File: src/rtl/mmio_uart_tx.sv
// Memory-mapped 8N1 UART transmitter: CPU stores to TXDATA enqueue bytes in a FIFO,
// and a baud-timed serializer drains them onto uart_tx.
module mmio_uart_tx #(
    parameter logic [31:0] BASE_ADDR    = 32'h0000_1000,
    parameter int unsigned CLKS_PER_BIT = 868,
    parameter int unsigned FIFO_DEPTH   = 8
) (
    input  logic        clk,
    input  logic        rst,
    input  logic        bus_en,
    input  logic        bus_we,
    input  logic [31:0] bus_addr,
    input  logic [31:0] bus_wdata,
    output logic [31:0] bus_rdata,
    output logic        bus_hit,
    output logic        uart_tx,
    output logic        tx_idle
);

    localparam int unsigned PTR_W  = $clog2(FIFO_DEPTH);
    localparam int unsigned CNT_W  = PTR_W + 1;
    localparam int unsigned BAUD_W = $clog2(CLKS_PER_BIT);
    localparam int unsigned BIT_W  = 3;

    localparam logic [CNT_W-1:0]  FULL_CNT  = CNT_W'(FIFO_DEPTH);
    localparam logic [BAUD_W-1:0] BAUD_LAST = BAUD_W'(CLKS_PER_BIT - 1);
    localparam logic [BIT_W-1:0]  LAST_BIT  = BIT_W'(7);

    localparam logic [1:0] REG_TXDATA = 2'd0;
    localparam logic [1:0] REG_STATUS = 2'd1;
    localparam logic [1:0] REG_CTRL   = 2'd2;

    typedef enum logic [1:0] {
        ST_IDLE,
        ST_START,
        ST_DATA,
        ST_STOP
    } state_t;

    state_t            state;
    state_t            state_nxt;

    logic              bus_en_q;
    logic              ctrl_en;
    logic              ovf;

    logic [7:0]        fifo_mem [FIFO_DEPTH];
    logic [PTR_W-1:0]  wr_ptr;
    logic [PTR_W-1:0]  rd_ptr;
    logic [CNT_W-1:0]  count;
    logic [CNT_W-1:0]  count_nxt;

    logic [BAUD_W-1:0] baud;
    logic [BAUD_W-1:0] baud_nxt;
    logic [BIT_W-1:0]  bit_idx;
    logic [BIT_W-1:0]  bit_nxt;
    logic [7:0]        shift_reg;
    logic [7:0]        shift_nxt;
    logic              tx_nxt;

    logic [1:0]        reg_sel_c;
    logic              acc_c;
    logic              wr_acc_c;
    logic              rd_acc_c;
    logic              fifo_full_c;
    logic              fifo_empty_c;
    logic              busy_c;
    logic              bit_end_c;
    logic              pop_c;
    logic              push_c;
    logic              ovf_set_c;
    logic              ovf_clr_c;
    logic [31:0]       rd_val_c;
    logic              unused_c;

    // Address decode; only the first cycle of a held strobe counts as an access.
    assign bus_hit   = (bus_addr[31:4] == BASE_ADDR[31:4]);
    assign reg_sel_c = bus_addr[3:2];
    assign acc_c     = bus_en & bus_hit & ~bus_en_q;
    assign wr_acc_c  = acc_c & bus_we;
    assign rd_acc_c  = acc_c & ~bus_we;

    assign fifo_full_c  = (count == FULL_CNT);
    assign fifo_empty_c = (count == '0);
    assign busy_c       = (state != ST_IDLE);
    assign bit_end_c    = (baud == BAUD_LAST);

    // A full FIFO still accepts a byte when the serializer frees a slot that cycle.
    assign push_c    = wr_acc_c && (reg_sel_c == REG_TXDATA) && (!fifo_full_c || pop_c);
    assign ovf_set_c = wr_acc_c && (reg_sel_c == REG_TXDATA) && fifo_full_c && !pop_c;
    assign ovf_clr_c = wr_acc_c && (reg_sel_c == REG_STATUS) && bus_wdata[3];

    assign unused_c = ^{bus_addr[1:0], bus_wdata[31:8]};

    // Register read mux.
    always_comb begin
        rd_val_c = '0;
        case (reg_sel_c)
            REG_STATUS: rd_val_c = {24'b0, 4'(count), ovf, busy_c, fifo_empty_c, fifo_full_c};
            REG_CTRL:   rd_val_c = {31'b0, ctrl_en};
            default:    rd_val_c = '0;
        endcase
    end

    always_comb begin
        count_nxt = count;
        if (push_c && !pop_c) begin
            count_nxt = count + CNT_W'(1);
        end else if (pop_c && !push_c) begin
            count_nxt = count - CNT_W'(1);
        end
    end

    // Bus-side state: strobe edge detect, FIFO pointers, control and status bits, read data.
    always_ff @(posedge clk or posedge rst) begin
        if (rst) begin
            bus_en_q  <= 1'b0;
            wr_ptr    <= '0;
            rd_ptr    <= '0;
            count     <= '0;
            ovf       <= 1'b0;
            ctrl_en   <= 1'b1;
            bus_rdata <= '0;
        end else begin
            bus_en_q <= bus_en;
            count    <= count_nxt;
            if (push_c) begin
                wr_ptr <= wr_ptr + PTR_W'(1);
            end
            if (pop_c) begin
                rd_ptr <= rd_ptr + PTR_W'(1);
            end
            if (ovf_set_c) begin
                ovf <= 1'b1;
            end else if (ovf_clr_c) begin
                ovf <= 1'b0;
            end
            if (wr_acc_c && (reg_sel_c == REG_CTRL)) begin
                ctrl_en <= bus_wdata[0];
            end
            if (rd_acc_c) begin
                bus_rdata <= rd_val_c;
            end
        end
    end

    // FIFO storage needs no reset; the pointers define which entries are live.
    always_ff @(posedge clk) begin
        if (push_c) begin
            fifo_mem[wr_ptr] <= bus_wdata[7:0];
        end
    end

    always_ff @(posedge clk or posedge rst) begin
        if (rst) begin
            state <= ST_IDLE;
        end else begin
            state <= state_nxt;
        end
    end

    // Serializer next-state; each state or data bit lasts one full baud period.
    always_comb begin
        state_nxt = state;
        baud_nxt  = baud;
        bit_nxt   = bit_idx;
        shift_nxt = shift_reg;
        pop_c     = 1'b0;
        tx_nxt    = 1'b1;

        case (state)
            ST_IDLE: begin
                if (ctrl_en && !fifo_empty_c) begin
                    pop_c     = 1'b1;
                    shift_nxt = fifo_mem[rd_ptr];
                    baud_nxt  = '0;
                    bit_nxt   = '0;
                    state_nxt = ST_START;
                end
            end
            ST_START: begin
                if (bit_end_c) begin
                    baud_nxt  = '0;
                    state_nxt = ST_DATA;
                end else begin
                    baud_nxt = baud + BAUD_W'(1);
                end
            end
            ST_DATA: begin
                if (bit_end_c) begin
                    baud_nxt  = '0;
                    shift_nxt = {1'b0, shift_reg[7:1]};
                    if (bit_idx == LAST_BIT) begin
                        state_nxt = ST_STOP;
                    end else begin
                        bit_nxt = bit_idx + BIT_W'(1);
                    end
                end else begin
                    baud_nxt = baud + BAUD_W'(1);
                end
            end
            ST_STOP: begin
                if (bit_end_c) begin
                    baud_nxt  = '0;
                    state_nxt = ST_IDLE;
                end else begin
                    baud_nxt = baud + BAUD_W'(1);
                end
            end
            default: begin
                state_nxt = ST_IDLE;
            end
        endcase

        // Line level is derived from the upcoming state so the register lines up with it.
        case (state_nxt)
            ST_START: tx_nxt = 1'b0;
            ST_DATA:  tx_nxt = shift_nxt[0];
            default:  tx_nxt = 1'b1;
        endcase
    end

    always_ff @(posedge clk or posedge rst) begin
        if (rst) begin
            baud      <= '0;
            bit_idx   <= '0;
            shift_reg <= '0;
            uart_tx   <= 1'b1;
            tx_idle   <= 1'b1;
        end else begin
            baud      <= baud_nxt;
            bit_idx   <= bit_nxt;
            shift_reg <= shift_nxt;
            uart_tx   <= tx_nxt;
            tx_idle   <= (count_nxt == '0) && (state_nxt == ST_IDLE);
        end
    end

endmodule

File: config.mk
export PLATFORM = sky130hd
export DESIGN_NAME = mmio_uart_tx
export DESIGN_NICKNAME = d
export VERILOG_FILES = /design/src/rtl/mmio_uart_tx.sv
export SDC_FILE = /design/constraint.sdc
export NUM_CORES = 1
export LEC_CHECK = 0
export CORE_ASPECT_RATIO = 0.8
export CORE_MARGIN = 1
export CORE_UTILIZATION = 45
export CTS_CLUSTER_SIZE = 40
export DETAILED_ROUTE_END_ITERATION = 10
export GPL_TIMING_DRIVEN = 0
export PLACE_DENSITY = 0.71
export RECOVER_POWER = 25
export SLEW_MARGIN = 20
export SYNTH_ARGS = -nofsm -noshare
export SYNTH_HDL_FRONTEND = slang
export SYNTH_SLANG_ARGS = --single-unit
File: constraint.sdc
create_clock -name clk -period 3.2 [get_ports clk]
set_clock_uncertainty 0.2 [all_clocks]
set_input_delay 0.96 -clock clk [delete_from_list [all_inputs] [get_ports clk]]
set_output_delay 0.96 -clock clk [all_outputs]
set_load 0.02 [all_outputs]
# Yosys cells after proc, flatten, opt, wreduce, memory -nomap -nowiden
# Memories as Yosys holds them, arrays and structs flattened.
# Cells that the tools add are included.
dict set report op_classes {
  add_sub_neg 6
  n_eq_ne 14
  n_mux 26
  bitwise 6
  reduce_logical 27
}
# cell count
set op_table {}
lappend op_table {{case mux 8 bit (2 select lines)} 2}
lappend op_table {{== test 28 x 9 -> 1 bit (second input constant)} 1}
lappend op_table {{two-way mux 10 bit} 2}
lappend op_table {{case mux 10 bit (2 select lines)} 1}
lappend op_table {{two-way mux 8 bit} 2}
lappend op_table {{logical AND 1 bit} 11}
lappend op_table {{adder 10 x 1 -> 10 bit (second input constant)} 1}
lappend op_table {{== test 10 bit (second input constant)} 1}
lappend op_table {{two-way mux 2 bit} 5}
lappend op_table {{adder 3 x 1 -> 3 bit (second input constant)} 3}
lappend op_table {{two-way mux 3 bit} 3}
lappend op_table {{== test 2 bit (second input constant)} 4}
lappend op_table {{logical NOT 4 bit} 2}
lappend op_table {{two-way mux 4 bit} 2}
lappend op_table {{case mux 2 bit (4 select lines)} 1}
lappend op_table {{== test 2 x 1 -> 1 bit (second input constant)} 3}
lappend op_table {{logical NOT 2 bit} 3}
lappend op_table {{two-way mux 1 bit} 6}
lappend op_table {{inequality test 2 bit (second input constant)} 3}
lappend op_table {{case mux 3 bit (2 select lines)} 1}
lappend op_table {{nonzero test 2 bit} 3}
lappend op_table {{adder 4 x 1 -> 4 bit (second input constant)} 1}
lappend op_table {{AND 1 bit} 4}
lappend op_table {{== test 4 bit (second input constant)} 1}
lappend op_table {{9 further kinds} 13}
dict set report totals {
  regBits 70
  mem_bits_rw 64
  in_bits 68
  out_inout_bits 35
  elab_cells 94
  n_memories 1
}
# name words width rd rd_ports_with_merged_regs write_ports line
set mem_list {}
lappend mem_list {fifo_mem 8 8 1 0 1 47} ;# logic [7:0] fifo_mem [FIFO_DEPTH];

# Logic depth before layout (Yosys ltp)
dict set report logic_depth {
  depth_word 13
  ltp_mapped 9
  mapped_depth_nobuf 8
}

# Worst setup path after synthesis
# OpenSTA, ideal clock, no wires.
dict set report synth_timing {
  path_type {in2reg}
  start {in bus_addr[2]}
  end {mem fifo_mem[4][0], enable pin}
  setup_time_ps 385
  t_arrival_ps 2775
  t_required_ps 2615
  path_slack_ps -160
  stages 7
  n_path_buf 0
  cell_sequence {inv_1 > ha_1 > and4b_1 > nand4_2 > a211oi_2 > nand2b_1 > nor3b_1}
}
dict set report synth_between {
  elab_chain_cells 5
}
# element line
set synth_rtl {}
lappend synth_rtl {{start: declaration} 12} ;# input logic [31:0] bus_addr,
lappend synth_rtl {{logical NOT 2 bit} 89} ;# assign push_c = wr_acc_c && (reg_sel_c == REG_TXDATA) && (!fifo_full_c || pop_c);
lappend synth_rtl {{logical AND 1 bit (2 in a row)} 89}
lappend synth_rtl {{two-way mux 1 bit} 149} ;# if (push_c) begin
lappend synth_rtl {{two-way mux 1 bit (implied by the code)} 150} ;# fifo_mem[wr_ptr] <= bus_wdata[7:0];
lappend synth_rtl {{end: declaration} 47}
# Every way passes these cells.

# Worst setup path in the final report
dict set report layout_timing {
  start {in bus_addr[14]}
  end {out bus_hit}
}
dict set report layout_between {
  elab_chain_cells 1
}
# element line
set layout_rtl {}
lappend layout_rtl {{== test 28 x 9 -> 1 bit} 77} ;# assign bus_hit = (bus_addr[31:4] == BASE_ADDR[31:4]);
lappend layout_rtl {{end: declaration} 15} ;# output logic bus_hit,
# Every way passes these cells.

==> run_results.csv <==
group,metric,value,unit
setup_path,crit_path_end_kind,"output port",
final_layout,fill_cells,856,
final_layout,final_cell_mix,"64 x edfxtp_1, 43 x dfrtp_1, 41 x buf_4",
timing,finalWorstSetupSlack,0.0118,ns
setup_path,path_class,"input pin to output port",
logic_synthesis,synth_top_area_share,36.7,%
timing,final-max-slew-violation-count,0,
routing,drt_first_pass_iters,4,
job,maxCapViolCount,0,
routing,drt_iter0_drc,209,
logic_synthesis,yosys.area.top_type,"edfxtp_1",
timing,min_period,3.19,ns
final_layout,seqCellArea,3080,sq um
setup_path,cp.required,2.04,ns
logic_synthesis,ys_seq_area_share,58.7,%
logic_synthesis,synthArstFlopShare,41.8,%
logic_synthesis,netlist-cell-type-count,61,
power,peakVddDrop,0.398,mV
cts,clk_path_buf_depth,2,
floorplanning,fp.dieArea,12100,sq um
run_status,status,"finished clean",
grt,grt_start_max_net_pins,36,
logic_synthesis,synth_ff_type,"edfxtp_1",
floorplanning,rows,34,
logic_synthesis,syn-cell-area,5240,sq um
placement,pre_cts_slack,-0.974,ns
routing,vias,3388,
grt,overflow,0,
cts,cts_tree,"yes",
timing,worst_slew_pin_slew,0.866,ns
power,p_leak,0.00269,uW
final_layout,insertedDiodeCount,0,
timing,maxSlewHeadroom,42.3,%
logic_synthesis,synthCells,386,
floorplanning,die_w,123,microns
grt,grt_pass1_wl,17300,microns
logic_synthesis,synth_area_leaders,"edfxtp_1 37%, dfrtp_1 21%, mux4_2 6.9%",
logic_synthesis,synth_warnings,0,
floorplanning,die-height,98.5,microns
final_layout,final_layout_size_suffix_gt1_share,25.5,%
timing,fin_crit_sh,99.6,%
routing,drc,0,
logic_synthesis,avgSynthCellArea,13.6,sq um
hold_path,hp-class,"register to register",
power,powerDensity,423,nW/um^2
power,total_power,2810,uW
final_layout,final_common_cell,"edfxtp_1",
cts,clkSinkCount,110,
grt,antenna_found_initial,0,
final_layout,top_register,"fifo_mem",
floorplanning,io_pins,103,
timing,setup_violations,0,
setup_path,start_kind,"input pin",
floorplanning,initial_core_util,47.2,%
cts,postCtsHoldBufs,0,
placement,port_buffers,52,
final_layout,largest_reg_flops,64,
cts,cts_buffers,9,
routing,drt-vias-per-instance,5.28,
logic_synthesis,synth_edf_count,64,
final_layout,syn_to_final_growth,26.6,%
final_layout,multiInputGateArea,2080,sq um
logic_synthesis,ys_seq_elements,110,
routing,drt_wl_total,10800,microns
cts,htree_levels,3,
timing,hold_violations,0,
cts,path_clk_slew,0.07,ns
setup_path,critPathMaxFanout,2,
routing,drtAntennaViolNets,0,
final_layout,top_regs,"fifo_mem: 64 flops, baud: 10 flops",
routing,wl_per_cell,16.8,microns
floorplanning,fp.coreArea,11100,sq um
timing,fmax,0.314,GHz
grt,grt_usage,19.2,%
final_layout,nets,571,
cts,clockRootBuffer,"clkbuf_16",
placement,gp_congestion,0.825,
setup_path,cp.arrival,2.03,ns
cts,clk_latency,0.35,ns
grt,grt_pass1_vias,3347,
placement,dp_hpwl,7250,microns
-- metal layers --
| layer | GRT usage [%] | up-vias | part of all wire, % | wire, microns |
|---|---|---|---|---|
| li1 | - | 1603 | - | - |
| met5 | 0 | - | 0 | 0 |
| met3 | 4.75 | 16 | 5.3 | 566 |
| met4 | 7.13 | 0 | 1.6 | 173 |
| met2 | 29.6 | 100 | 48 | 5200 |
| met1 | 26.4 | 1669 | 45 | 4840 |
-- worst max-delay path: stages --
cell	delay [ns]
clkdlybuf4s50_1	0.45
nor4_4	0.20
nand4_4	0.13
nor2_1	0.13
buf_4	0.16
-- power breakdown --
group	switching, uW	internal [uW]	total, uW
clock	544	627	1170
sequential	0.178	1500	1500
combinational	76.2	60.9	137
total	620	2190	2810
-- cells in the mapped netlist, types with 4 or more instances --
cell type  count
o21ai_0       32
clkbuf_1       5
and3_1         4
xnor2_1        6
nor2_1        20
a22oi_1        8
edfxtp_1      64
mux2i_1       11
dfrtp_1       43
nand2b_1       5
mux4_2        16
ha_1          10
inv_1         15
nand3_1       16
buf_4         24
nand2_1       30
nor4_4         5
-- cell families after synthesis --
logic type,Yosys count,share of synthesized area [%]
xor+xnor,9,1.50
compound gates,60,7.80
flops,110,58.7
mux,30,9.62
other cells,1,0.0715
simple gates,114,14.2
buf+inv,52,5.68
fa+ha+maj,10,2.39
-- layout make-up --
class / instances / area share (%)
repair buffers: 73 / 10.4
multi-input cells: 247 / 31.3
well taps: 144 / 2.71
clock buffers: 9 / 3.39
inverters: 15 / 0.848
clock inverters: 7 / 1.30
plain buffers: 37 / 3.66
flip-flops and latches: 110 / 46.4
-- final timing paths --
check                             start             end  slack, ns  cells past startpoint
setup / recovery           bus_addr[14]         bus_hit       0.01                      5
hold / removal                      ovf             ovf       0.31                      2
setup reg to reg               count[1]  fifo_mem[4][2]       0.59                      8
hold reg to reg                     ovf             ovf       0.31                      2
max in group asynchronous           rst    shift_reg[4]       0.74                      3
min in group asynchronous           rst        bus_en_q       0.85                      2
-- stage by stage --
stage	area [sq um]	hold slack [ns]	setup TNS, ns	util, %	cells
6_report	6640	0.308	0	59.8	642
5_1_grt	6640	0.316	-0.0502	59.8	642
4_1_cts	6590	0.300	0	59.3	637
3_5_place_dp	6070	0.281	-60.82	54.7	606
3_3_place_gp	6050	0.257	-54.29	54.5	605
2_1_floorplan	5350	0.238	0	-	409
-- what timing repair did --
action	4_1_cts	5_1_grt
gates cloned	0	0
resized for setup	45	12
pin swaps	16	11
setup endpoints to repair	65	69
buffers inserted	15	5
Power figures use the tool's default switching activity.
